--- src/rtl/cpu_types_pkg.sv ---
// cpu_types_pkg: shared CPU types (word_t, memstate_t) and the link-compare byte-offset width OFF_W
package cpu_types_pkg;
  localparam int OFF_W = 2;
  typedef logic [31:0] word_t;
  typedef enum logic [1:0] {IDLE, REQ, HOLD} memstate_t;
endpackage

--- src/rtl/mem_access_unit_if.sv ---
// mem_access_unit_if: dcache request/response bundle
//   master (MEM stage): drives dmemREN/dmemWEN/dmemaddr/dmemstore, receives dhit/dmemload
//   slave  (dcache)   : the mirror image
interface mem_access_unit_if #(parameter int DATA_W = 32);
  logic dmemREN, dmemWEN, dhit;
  logic [DATA_W-1:0] dmemaddr, dmemstore, dmemload;
  modport master (output dmemREN, dmemWEN, dmemaddr, dmemstore, input dhit, dmemload);
  modport slave (input dmemREN, dmemWEN, dmemaddr, dmemstore, output dhit, dmemload);
endinterface

--- src/rtl/mem_access_unit_llsc_link.sv ---
// llsc_link: per-core LL/SC link register with word-address compare and snoop-invalidate clear
//   ll_set     : LL completed this cycle, latch addr word and set valid (wins over snoop)
//   sc_clear   : SC decided this cycle, drop the link
//   addr       : current EX/MEM address; sc_ok is the SC success verdict for it
//   ccinv/snoop_addr : coherence invalidate; a matching word clears the link and fails a same-cycle SC
module llsc_link #(
  parameter int DATA_W = 32,
  parameter int OFF_W = 2
) (
  input  logic              CLK,
  input  logic              nRST,
  input  logic              ll_set,
  input  logic              sc_clear,
  input  logic [DATA_W-1:0] addr,
  input  logic              ccinv,
  input  logic [DATA_W-1:0] snoop_addr,
  output logic              sc_ok
);
  logic link_valid_q, link_valid_d;
  logic [DATA_W-OFF_W-1:0] link_addr_q, link_addr_d;
  logic snoop_hit;
  logic unused_lsb;
  assign unused_lsb = ^{addr[OFF_W-1:0], snoop_addr[OFF_W-1:0]};
  assign snoop_hit = ccinv & (snoop_addr[DATA_W-1:OFF_W] == link_addr_q);
  assign sc_ok = link_valid_q & (addr[DATA_W-1:OFF_W] == link_addr_q) & ~snoop_hit;
  always_comb begin
    link_valid_d = ll_set | (link_valid_q & ~sc_clear & ~snoop_hit);
    link_addr_d = ll_set ? addr[DATA_W-1:OFF_W] : link_addr_q;
  end
  always_ff @(posedge CLK or negedge nRST) begin
    if (!nRST) begin
      link_valid_q <= 1'b0;
      link_addr_q <= '0;
    end else begin
      link_valid_q <= link_valid_d;
      link_addr_q <= link_addr_d;
    end
  end
endmodule

--- src/rtl/mem_access_unit.sv ---
// mem_access_unit: MEM-stage dcache access engine feeding the MEM/WB latch
//   Inputs : CLK, nRST (async, active-low), EX/MEM operands (exm_*), ccinv/ccsnoopaddr snoop, wb_ready
//   dc     : dcache handshake (master side of mem_access_unit_if)
//   Outputs: mem_dload, memwb_enable, mem_stall, halt_out
//   Build option: define MEM_LLSC_EN for the LL/SC link register; otherwise LL is a plain load and
//   SC a plain store that always reports 1.
module mem_access_unit
  import cpu_types_pkg::*;
#(
  parameter int DATA_W = 32,
  parameter int OFF_W = cpu_types_pkg::OFF_W
) (
  input  logic              CLK,
  input  logic              nRST,
  input  logic              exm_valid,
  input  logic              exm_ren,
  input  logic              exm_wen,
  input  logic              exm_ll,
  input  logic              exm_sc,
  input  logic              exm_halt,
  input  logic [DATA_W-1:0] exm_addr,
  input  logic [DATA_W-1:0] exm_wdata,
  input  logic              ccinv,
  input  logic [DATA_W-1:0] ccsnoopaddr,
  input  logic              wb_ready,
  mem_access_unit_if.master dc,
  output logic [DATA_W-1:0] mem_dload,
  output logic              memwb_enable,
  output logic              mem_stall,
  output logic              halt_out
);
  memstate_t state_q, state_d;
  logic [DATA_W-1:0] buf_data_q, buf_data_d, rd_val, dload;
  logic halt_q, halt_d, halt_now, halt_act;
  logic is_ld, is_st, is_sc, mem_op, mem_go, acc, sc_ok;
  logic ren, wen, en, stall;
  assign halt_now = exm_valid & exm_halt;
  assign halt_act = halt_q | halt_now;
  assign halt_d = halt_act;
  assign is_st = exm_wen;
  assign is_ld = exm_ren & ~exm_wen;
  assign is_sc = exm_sc & exm_wen;
  assign mem_op = exm_valid & (exm_ren | exm_wen) & ~halt_act;
  // a failed SC never reaches the cache and retires like an ALU op
  assign mem_go = mem_op & (~is_sc | sc_ok);
  assign acc = (state_q == IDLE && mem_go) || state_q == REQ;
  assign rd_val = is_sc ? {{(DATA_W-1){1'b0}}, 1'b1} : dc.dmemload;
`ifdef MEM_LLSC_EN
  llsc_link #(.DATA_W(DATA_W), .OFF_W(OFF_W)) u_link (
    .CLK       (CLK),
    .nRST      (nRST),
    .ll_set    (acc & dc.dhit & is_ld & exm_ll),
    .sc_clear  (state_q == IDLE && mem_op && is_sc),
    .addr      (exm_addr),
    .ccinv     (ccinv),
    .snoop_addr(ccsnoopaddr),
    .sc_ok     (sc_ok)
  );
`else
  logic unused_llsc;
  assign unused_llsc = ^{exm_ll, ccinv, ccsnoopaddr};
  assign sc_ok = 1'b1;
`endif
  always_comb begin
    state_d = state_q;
    buf_data_d = buf_data_q;
    ren = 1'b0;
    wen = 1'b0;
    en = 1'b0;
    stall = 1'b0;
    dload = '0;
    if (state_q == HOLD) begin
      dload = buf_data_q;
      en = wb_ready;
      stall = ~wb_ready;
      state_d = wb_ready ? IDLE : HOLD;
    end else if (acc) begin
      ren = is_ld;
      wen = is_st;
      stall = 1'b1;
      state_d = REQ;
      if (dc.dhit) begin
        // the hit value bypasses the buffer when WB can take it this cycle
        buf_data_d = (is_ld | is_sc) ? rd_val : buf_data_q;
        en = wb_ready;
        stall = ~wb_ready;
        dload = wb_ready ? rd_val : '0;
        state_d = wb_ready ? IDLE : HOLD;
      end
    end else if (exm_valid) begin
      en = wb_ready;
      stall = ~wb_ready;
    end
  end
  // outputs are forced low for the whole time reset is held, not just after the edge
  assign dc.dmemREN = nRST & ren;
  assign dc.dmemWEN = nRST & wen;
  assign dc.dmemaddr = (nRST & (ren | wen)) ? exm_addr : '0;
  assign dc.dmemstore = (nRST & wen) ? exm_wdata : '0;
  assign mem_dload = nRST ? dload : '0;
  assign memwb_enable = nRST & en;
  assign mem_stall = nRST & stall;
  assign halt_out = nRST & halt_act;
  always_ff @(posedge CLK or negedge nRST) begin
    if (!nRST) begin
      state_q <= IDLE;
      buf_data_q <= '0;
      halt_q <= 1'b0;
    end else begin
      state_q <= state_d;
      buf_data_q <= buf_data_d;
      halt_q <= halt_d;
    end
  end
endmodule

--- src/flat_wrapper.sv ---
// flat-port wrapper written by rule: the top's interface ports become plain ports
module mem_access_unit_flat import cpu_types_pkg::*;
#(
  parameter int DATA_W = 32,
  parameter int OFF_W = cpu_types_pkg::OFF_W
)
  (CLK, nRST, exm_valid, exm_ren, exm_wen, exm_ll, exm_sc, exm_halt, exm_addr, exm_wdata, ccinv, ccsnoopaddr, wb_ready, mem_dload, memwb_enable, mem_stall, halt_out, dc_dmemREN, dc_dmemWEN, dc_dmemaddr, dc_dmemstore, dc_dhit, dc_dmemload);
  mem_access_unit_if #(.DATA_W(DATA_W)) dc_i ();
  input  logic CLK;
  input  logic nRST;
  input  logic exm_valid;
  input  logic exm_ren;
  input  logic exm_wen;
  input  logic exm_ll;
  input  logic exm_sc;
  input  logic exm_halt;
  input  logic [DATA_W-1:0] exm_addr;
  input  logic [DATA_W-1:0] exm_wdata;
  input  logic ccinv;
  input  logic [DATA_W-1:0] ccsnoopaddr;
  input  logic wb_ready;
  output logic [DATA_W-1:0] mem_dload;
  output logic memwb_enable;
  output logic mem_stall;
  output logic halt_out;
  output wire logic [$bits(dc_i.dmemREN)-1:0] dc_dmemREN;
  output wire logic [$bits(dc_i.dmemWEN)-1:0] dc_dmemWEN;
  output wire logic [$bits(dc_i.dmemaddr)-1:0] dc_dmemaddr;
  output wire logic [$bits(dc_i.dmemstore)-1:0] dc_dmemstore;
  input wire logic [$bits(dc_i.dhit)-1:0] dc_dhit;
  input wire logic [$bits(dc_i.dmemload)-1:0] dc_dmemload;
  assign dc_dmemREN = dc_i.dmemREN;
  assign dc_dmemWEN = dc_i.dmemWEN;
  assign dc_dmemaddr = dc_i.dmemaddr;
  assign dc_dmemstore = dc_i.dmemstore;
  assign dc_i.dhit = dc_dhit;
  assign dc_i.dmemload = dc_dmemload;
  mem_access_unit #(.DATA_W(DATA_W), .OFF_W(OFF_W)) u_core (.CLK(CLK), .nRST(nRST), .exm_valid(exm_valid), .exm_ren(exm_ren), .exm_wen(exm_wen), .exm_ll(exm_ll), .exm_sc(exm_sc), .exm_halt(exm_halt), .exm_addr(exm_addr), .exm_wdata(exm_wdata), .ccinv(ccinv), .ccsnoopaddr(ccsnoopaddr), .wb_ready(wb_ready), .dc(dc_i), .mem_dload(mem_dload), .memwb_enable(memwb_enable), .mem_stall(mem_stall), .halt_out(halt_out));
endmodule
--- config.mk ---
export PLATFORM = sky130hd
export DESIGN_NAME = mem_access_unit_flat
export DESIGN_NICKNAME = d
export VERILOG_FILES = /design/src/rtl/cpu_types_pkg.sv /design/src/rtl/mem_access_unit_if.sv /design/src/rtl/mem_access_unit_llsc_link.sv /design/src/rtl/mem_access_unit.sv /design/src/flat_wrapper.sv
export SDC_FILE = /design/constraint.sdc
export NUM_CORES = 1
export LEC_CHECK = 0
export ABC_AREA = 1
export CORE_ASPECT_RATIO = 0.75
export CORE_MARGIN = 4
export CORE_UTILIZATION = 34
export DETAILED_ROUTE_END_ITERATION = 7
export PLACE_DENSITY_LB_ADDON = 0.08
export SYNTH_ARGS = -nofsm -noshare
export SYNTH_HDL_FRONTEND = slang
export SYNTH_SLANG_ARGS = --single-unit
export TNS_END_PERCENT = 10
--- constraint.sdc ---
create_clock -name CLK -period 3.2 [get_ports CLK]
set_input_delay 0.48 -clock CLK [delete_from_list [all_inputs] [get_ports CLK]]
set_output_delay 0.48 -clock CLK [all_outputs]
set_load 0.02 [all_outputs]
==> results of run 1 <==
[placed cells by master (no fill, tap or decap), drive strengths merged]
master         count
nor2              74
o21a               1
nor3              32
clkinv             4
o21ai             34
nand3b             2
nand2            135
clkbuf             7
dfrtp             35
dlymetal6s2s      52
buf               21
clkdlybuf4s50    152
nand3              4
inv               72
a21oi             36
[through the flow]
stage / setup WS [ps] / std cells
2_1_floorplan: 1194 / 458
3_3_place_gp: -25.98 / 753
3_5_place_dp: -79.50 / 753
4_1_cts: 27.67 / 762
5_1_grt: -15.72 / 762
6_report: 111.4 / 762
[routing by layer]
layer | global-route usage, % | vias up
li1 | - | 1789
met1 | 29.32 | 1649
met2 | 39.26 | 149
met3 | 3.991 | 13
met4 | 4.027 | 0
met5 | 0 | -
[sequential cells by signal (all words and copies together) (netlist names)]
signal,cells
u_core.buf_data_q,32
u_core.halt_q,1
u_core.state_q,2
[timing repair]
action                                  in CTS  in global routing
hold buffers                                 0                  0
endpoints found under the setup margin      32                 64
setup buffers                                0                  0
gates resized for setup                      2                 54
cloned                                       1                  0
[final cells by class]
class	count	area [um^2]
fillers	696	2432
clock inverters	1	5.005
repair buffers	225	2344
clock buffers	7	76.32
multi-input cells	318	1393
inverters	75	281.5
well taps	101	126.4
flip-flops and latches	35	875.8
[cell families (layout without fill, tap and decap cells)]
family                 count (synthesis)  after routing  synth area share (%)
AND/OR/NAND/NOR                      246            247                 36.87
buffers and inverters                106            308                 17.25
AO/OA/AOI/OAI                         71             71                 13.40
flip-flops                            35             35                 32.47
[path summary, 6_finish.rpt]
check	startpoint	slack (ps)	end	cells after the start
max reg2reg	u_core.state_q[0]$_DFFE_PN0P_	1390	u_core.buf_data_q[21]$_DFFE_PN0P_	5
min in group CLK	u_core.buf_data_q[10]$_DFFE_PN0P_	490	u_core.buf_data_q[10]$_DFFE_PN0P_	2
min	nRST	140	u_core.buf_data_q[19]$_DFFE_PN0P_	1
max in group asynchronous	nRST	2510	u_core.buf_data_q[10]$_DFFE_PN0P_	2
min reg2reg	u_core.buf_data_q[10]$_DFFE_PN0P_	490	u_core.buf_data_q[10]$_DFFE_PN0P_	2
max	exm_wen	110	mem_dload[23]	9
[power groups by stage]
| stage | logic [mW] | clock network, mW | registers (mW) |
|---|---|---|---|
| 3_3_place_gp | 1.33 | 0 | 0.720 |
| 2_1_floorplan | 0.795 | 0 | 0.704 |
| 5_1_grt | 1.50 | 0.334 | 0.744 |
| 6_report | 1.38 | 0.305 | 0.725 |
| 3_5_place_dp | 1.36 | 0 | 0.729 |
| 4_1_cts | 1.39 | 0.314 | 0.722 |
==> summary.md, run 1 <==
| Metric | Value |
|---|---|
| Status | completed |
| Startpoint Class | primary input |
| P per Cell Area | 473.1 mW/mm^2 |
| Switching power | 1.030 mW |
| Top routing layer in use | met4 |
| Vias in the first global route | 3,386 |
| Crit path required time | 2720 ps |
| Yosys reg bits | 35 |
| Combinational Power Share | a little under three fifths |
| Max Root-Sink Buffers | 2 |
| Largest net degree at the start of global routing | 51 |
| Final min period | 3089 ps |
| Metal2 WL | 5685 um |
| Drt via density | ~4.7 |
| Setup_tns | 0 ps |
| Fraction of layout cells with a size suffix above 1 | 5.144% |
| Worst VDD drop | ~0.00026 V |
| CP peak stage delay | ~620 ps |
| 1st-pass router iterations | 5 |
| Diodes inserted | 0 |
| Sink Count | 35 |
| I/O Buffers | 205 |
| Worst-skew pair later-pin latency | 290 ps |
| Final ANT Viol Nets | 0 |
| Synth top area cells | dfrtp_1 (32%), nand2_1 (19%), nor2_1 (10%), inv_1 (10%), a21oi_1 (6.5%) |
| First-pass GRT wire length | 17,450 um |
| CTS tree | done |
| Util after Layout | between 60% and 70% |
| Total power | around 2.4 mW |
| Worst rel slew slack | 68.79% |
| Hold Path Class | primary input to async pin |
| Setup Skew | 7.132 ps |
| Synth unique cells | 19 |
| Hpwl dp | 8519 um |
| Initial Utilization | 35.81% |
| WL final | between 10,000 and 15,000 um |
| Hold slack | ~140 ps |
| WL met1 | 4890 um |
| Area Overhead vs Synth | 89.10% |
| Starting DRC count in detailed routing | 213 |
| Crit path capture type | output pin |
| Sequential Power Share | 30.1% |
| Placed cell area | 0.004852 mm^2 |
| Hold Fails Final Rpt | 0 |
| Switching Share | 42.69% |
| Critical-path maximum fanout | 12 |
| Most frequent cell after synthesis | nand2_1 |
| H-Tree Level Count | 2 |
| FP Rows | 27 |
| Initial antenna violation count | 0 |
| Die Span X | 110.9 um |
| CP bufs+invs | 3 |
| CP cell instances | clkdlybuf4s50_1 > nor2_1 > nor2_1 > nand3_2 > nand2_8 > buf_4 > nand2_1 > a21oi_1 > clkdlybuf4s50_1 |
| Clk pin slew, worst setup/hold paths | 70 ps |
| RePlAce Congestion | 0.8372 |
| IO Pins | 240 |
| Synth Flop Type | dfrtp_1 |
| Int Power | 1.383 mW |
| Global route overflow | 0 |
| Arr. time, crit path | 2610 ps |
| DR WL/cell | approximately 15 um |
| Top Family by Delay on Critical Path | buffers and inverters |
| Clock Power Share | between 10% and 20% |
| CTS root buf | clkbuf_8 |
| Pleak | 3.194 nW |
| Syn nets | 597 |
| Synth top cells by count | nand2_1 (133), nor2_1 (74), inv_1 (72) |
| Post-Syn Area | about 0.0027 mm^2 |
| Post-synthesis cell count | 458 |
| Asr flop ratio synth | 100.0% |
| Max-cap check violation count | 0 |
| Period utilization | a little over nine tenths |
| Design Area, Final | 0.005101 mm^2 |
| Final setup violation count | 0 |
| Worst path slowest cell | clkdlybuf4s50_1 |
| Leading area contributor after synthesis | dfrtp_1 |
| Crit Path Class | primary input to output pin |
| Top cell type's share of synthesized area | 32.47% |
| Total track usage | 22.38% |
| Least-Margin Pin Slew | 468.1 ps |
| FMAX | about 320 MHz |
| TritonCTS Buffers | 5 |
| Die H | 85.14 um |
| Synth warnings | 0 |
| Avg Cell Area, Syn | approximately 5.9 um^2 |
| Fin nets | 799 |
| Final Max Slew Viols | 0 |
| Post-synth EDFFs | 0 |
| Seq/Total Area, Yosys | 32.47% |
| Area of the die | 0.009438 mm^2 |
| DRC viols | 0 |
| Vias post-DR | about 3,600 |
| Core area | around 0.0075 mm^2 |
| Wire length on met3 | between 600 and 700 um |
No activity file was read; power rests on OpenSTA's default activity.
==> run 2, diff against run 1 <==
--- a/config.mk
+++ b/config.mk
@@ -5,10 +5,10 @@
 export SDC_FILE = /design/constraint.sdc
 export NUM_CORES = 1
 export LEC_CHECK = 0
-export ABC_AREA = 1
+export ABC_AREA = 0
 export CORE_ASPECT_RATIO = 0.75
 export CORE_MARGIN = 4
-export CORE_UTILIZATION = 34
+export CORE_UTILIZATION = 33
 export DETAILED_ROUTE_END_ITERATION = 7
 export PLACE_DENSITY_LB_ADDON = 0.08
 export SYNTH_ARGS = -nofsm -noshare
==> summary.md, run 2 <==
| Metric | Value |
|---|---|
| Startpoint Class | primary input |
| Crit path capture type | output pin |
| Hold slack | 82.03 ps |
| Fraction of layout cells with a size suffix above 1 | 12.99% |
| Pre-CTS setup slack | 24.47 ps |
| Die H | 83.13 um |
| Arr. time, crit path | ~2700 ps |
| Worst path most repeated cell | clkdlybuf4s50_1 |
| DR WL/cell | 14.94 um |
| Final Max Slew Viols | 0 |
| WL final | 8413 um |
| Synth top area cells | dfrtp_1 (35%), and2_1 (24%), mux2_2 (14%), a22o_1 (11%), clkbuf_1 (2.1%) |
| Post-synth EDFFs | 0 |
| Syn nets | 393 |
| Global route overflow | 0 |
| Design Area, Final | just under 0.005 mm^2 |
| CP peak stage delay | approximately 600 ps |
| Least-Margin Pin Slew | roughly 670 ps |
| Asr flop ratio synth | 100.0% |
| Status | completed |
| Die Span X | 108.2 um |
| Hpwl dp | between 6000 and 7000 um |
| Worst rel slew slack | 54.79% |
| Synth top cells by count | and2_1 (96), dfrtp_1 (35), a22o_1 (32) |
| Period utilization | between 90 and 100% |
| Hold Path Class | primary input to async pin |
| Final ANT Viol Nets | 0 |
| FMAX | between 300 and 400 MHz |
| Fin cells | ~560 |
| Crit path required time | about 2700 ps |
| Crit Path Class | primary input to output pin |
| P per Cell Area | 226.6 mW/mm^2 |
| I/O Buffers | 205 |
| CP cell instances | clkdlybuf4s50_1 > or3b_4 > a211oi_4 > buf_4 > a22o_1 > clkdlybuf4s50_1 |
| Largest net degree at the start of global routing | 34 |
| Max Root-Sink Buffers | 2 |
| RSZ-0062 raised after global routing | true |
| Max-cap check violation count | 0 |
| Core area | 0.007331 mm^2 |
| Top cell type's share of synthesized area | 35.26% |
| First-pass GRT wire length | around 13,000 um |
| FP Rows | 27 |
| Worst path slowest cell | clkdlybuf4s50_1 |
| Worst VDD drop | 0.0002289 V |
| Final setup violation count | 0 |
| Clk pin slew, worst setup/hold paths | 60 ps |
| Drt via density | 4.542 |
| Fin nets | 600 |
| Starting DRC count in detailed routing | 85 |
| Most frequent cell after synthesis | and2_1 |
| Vias post-DR | 2,557 |
| Diodes inserted | 0 |
| Placed insts | 555 |
| Setup Skew | 6.824 ps |
| Sink Count | 35 |
| Worst-skew pair later-pin latency | 280 ps |
| DRC viols | 0 |
| Pleak | 2.177 nW |
| Final worst-path setup slack | approximately 48 ps |
| Final min period | 3152 ps |
| Total track usage | 17.91% |
| Largest Register | u_core.buf_data_q |
| Top Family by Delay on Critical Path | buffers and inverters |
| Initial antenna violation count | 0 |
| Area Overhead vs Synth | 95.82% |
| Placed cell area | 0.004736 mm^2 |
| TritonCTS Buffers | 5 |
| CP bufs+invs | 3 |
| IO Pins | 240 |
| Most common cell after layout, fill and taps aside | clkdlybuf4s50_1 |
| Yosys reg bits | 35 |
| CTS tree | done |
| Initial Utilization | 33.88% |
| Synth warnings | 0 |
| 1st-pass router iterations | 4 |
| Vias in the first global route | 2,561 |
| Most frequent cells in the layout | clkdlybuf4s50_1 (193), and2_1 (96), dfrtp_1 (35), a22o_1 (32), mux2_2 (30) |
| Synth Flop Type | dfrtp_1 |
| Post-Syn Area | between 0.002 and 0.0025 mm^2 |
| Leading area contributor after synthesis | dfrtp_1 |
| Area of the die | 0.008993 mm^2 |
| Seq/Total Area, Yosys | 35.26% |
| Post-synthesis cell count | 254 |
| RePlAce Congestion | 0.8791 |
| Biggest regs | u_core.buf_data_q x32, u_core.state_q x2, u_core.halt_q x1 |
| Number of flip-flops in the largest register | 32 |
| CTS root buf | clkbuf_8 |
| H-Tree Level Count | 2 |
| Avg Cell Area, Syn | 9.778 um^2 |
| Synth unique cells | 30 |
| Critical-path maximum fanout | 12 |
| Hold Fails Final Rpt | 0 |
[run 2: cell types whose count changed after synthesis, sizes merged, moves of 4 or more]
cell / change
nor3: -30
mux2: +32
nand2b: +5
buf: -11
a21oi: -32
nand2: -132
and2: +96
a22o: +32
o21ai: -34
a211oi: +4
inv: -68
nor2: -72
[run 2: cells by family (layout without fill, tap and decap cells)]
| logic type | count (synthesis) | in the layout | synth area share (%) |
|---|---|---|---|
| buffers and inverters | 24 | 232 | 4.685 |
| and+or+nand+nor | 114 | 114 | 28.31 |
| AOI/OAI and AO/OA | 49 | 49 | 17.23 |
| muxes | 32 | 32 | 14.51 |
| DFF | 35 | 35 | 35.26 |
[run 2: worst paths after layout]
check	start	to	slack [ps]	depth (start not counted)
max reg2reg	u_core.halt_q$_DFF_PN0_	u_core.buf_data_q[23]$_DFFE_PN0P_	1150	5
min in group CLK	u_core.buf_data_q[31]$_DFFE_PN0P_	u_core.buf_data_q[31]$_DFFE_PN0P_	500	1
min reg2reg	u_core.buf_data_q[31]$_DFFE_PN0P_	u_core.buf_data_q[31]$_DFFE_PN0P_	500	1
min	nRST	u_core.state_q[0]$_DFFE_PN0P_	80	1
max	exm_valid	mem_dload[4]	50	6
max in group asynchronous	nRST	u_core.buf_data_q[23]$_DFFE_PN0P_	2480	2
[run 2: report_power, final]
group	internal, mW	switching [mW]	leakage (nW)
clock	0.196	0.148	0.0515
sequential	0.494	0.0255	0.463
combinational	0.172	0.0668	1.66
total	0.862	0.240	2.18
[run 2: worst register-to-register path, stage by stage, from the launching register on]
cell and delay [ps]:
dfrtp_1 410, or3b_4 430, buf_4 160, a221oi_4 310, buf_12 250, mux2_2 370
[run 2: area by class of cell]
cell class              instances  area [um^2]
clock buffers                   8        100.1
repair buffers                220         2237
well taps                     101        126.4
fillers                       611         2467
multi-input cells             195         1509
flip-flops and latches         35        875.8
inverters                       4        15.01
[run 2: per-stage QoR]
step	util, %	power [mW]	setup TNS, ps
final	66.34	1.102	0
after global routing	66.34	1.165	-1093
after CTS	65.97	1.117	0
after detailed placement	64.60	0.7677	0
after global placement	64.60	0.7577	0
after floorplan	-	0.6021	0
[run 2: repair_timing]
action | in CTS | in global routing
setup endpoints to repair | 0 | 57
resized for setup | 0 | 11
hold buffers | 0 | 0
buffers inserted | 0 | 0
[run 2: routing by layer]
layer	routed length, um	global-route usage [%]	vias up
met5	0	0	-
met4	8	1.032	0
met3	728	5.672	2
met2	4299	32.45	91
met1	3376	21.63	1170
li1	-	-	1294
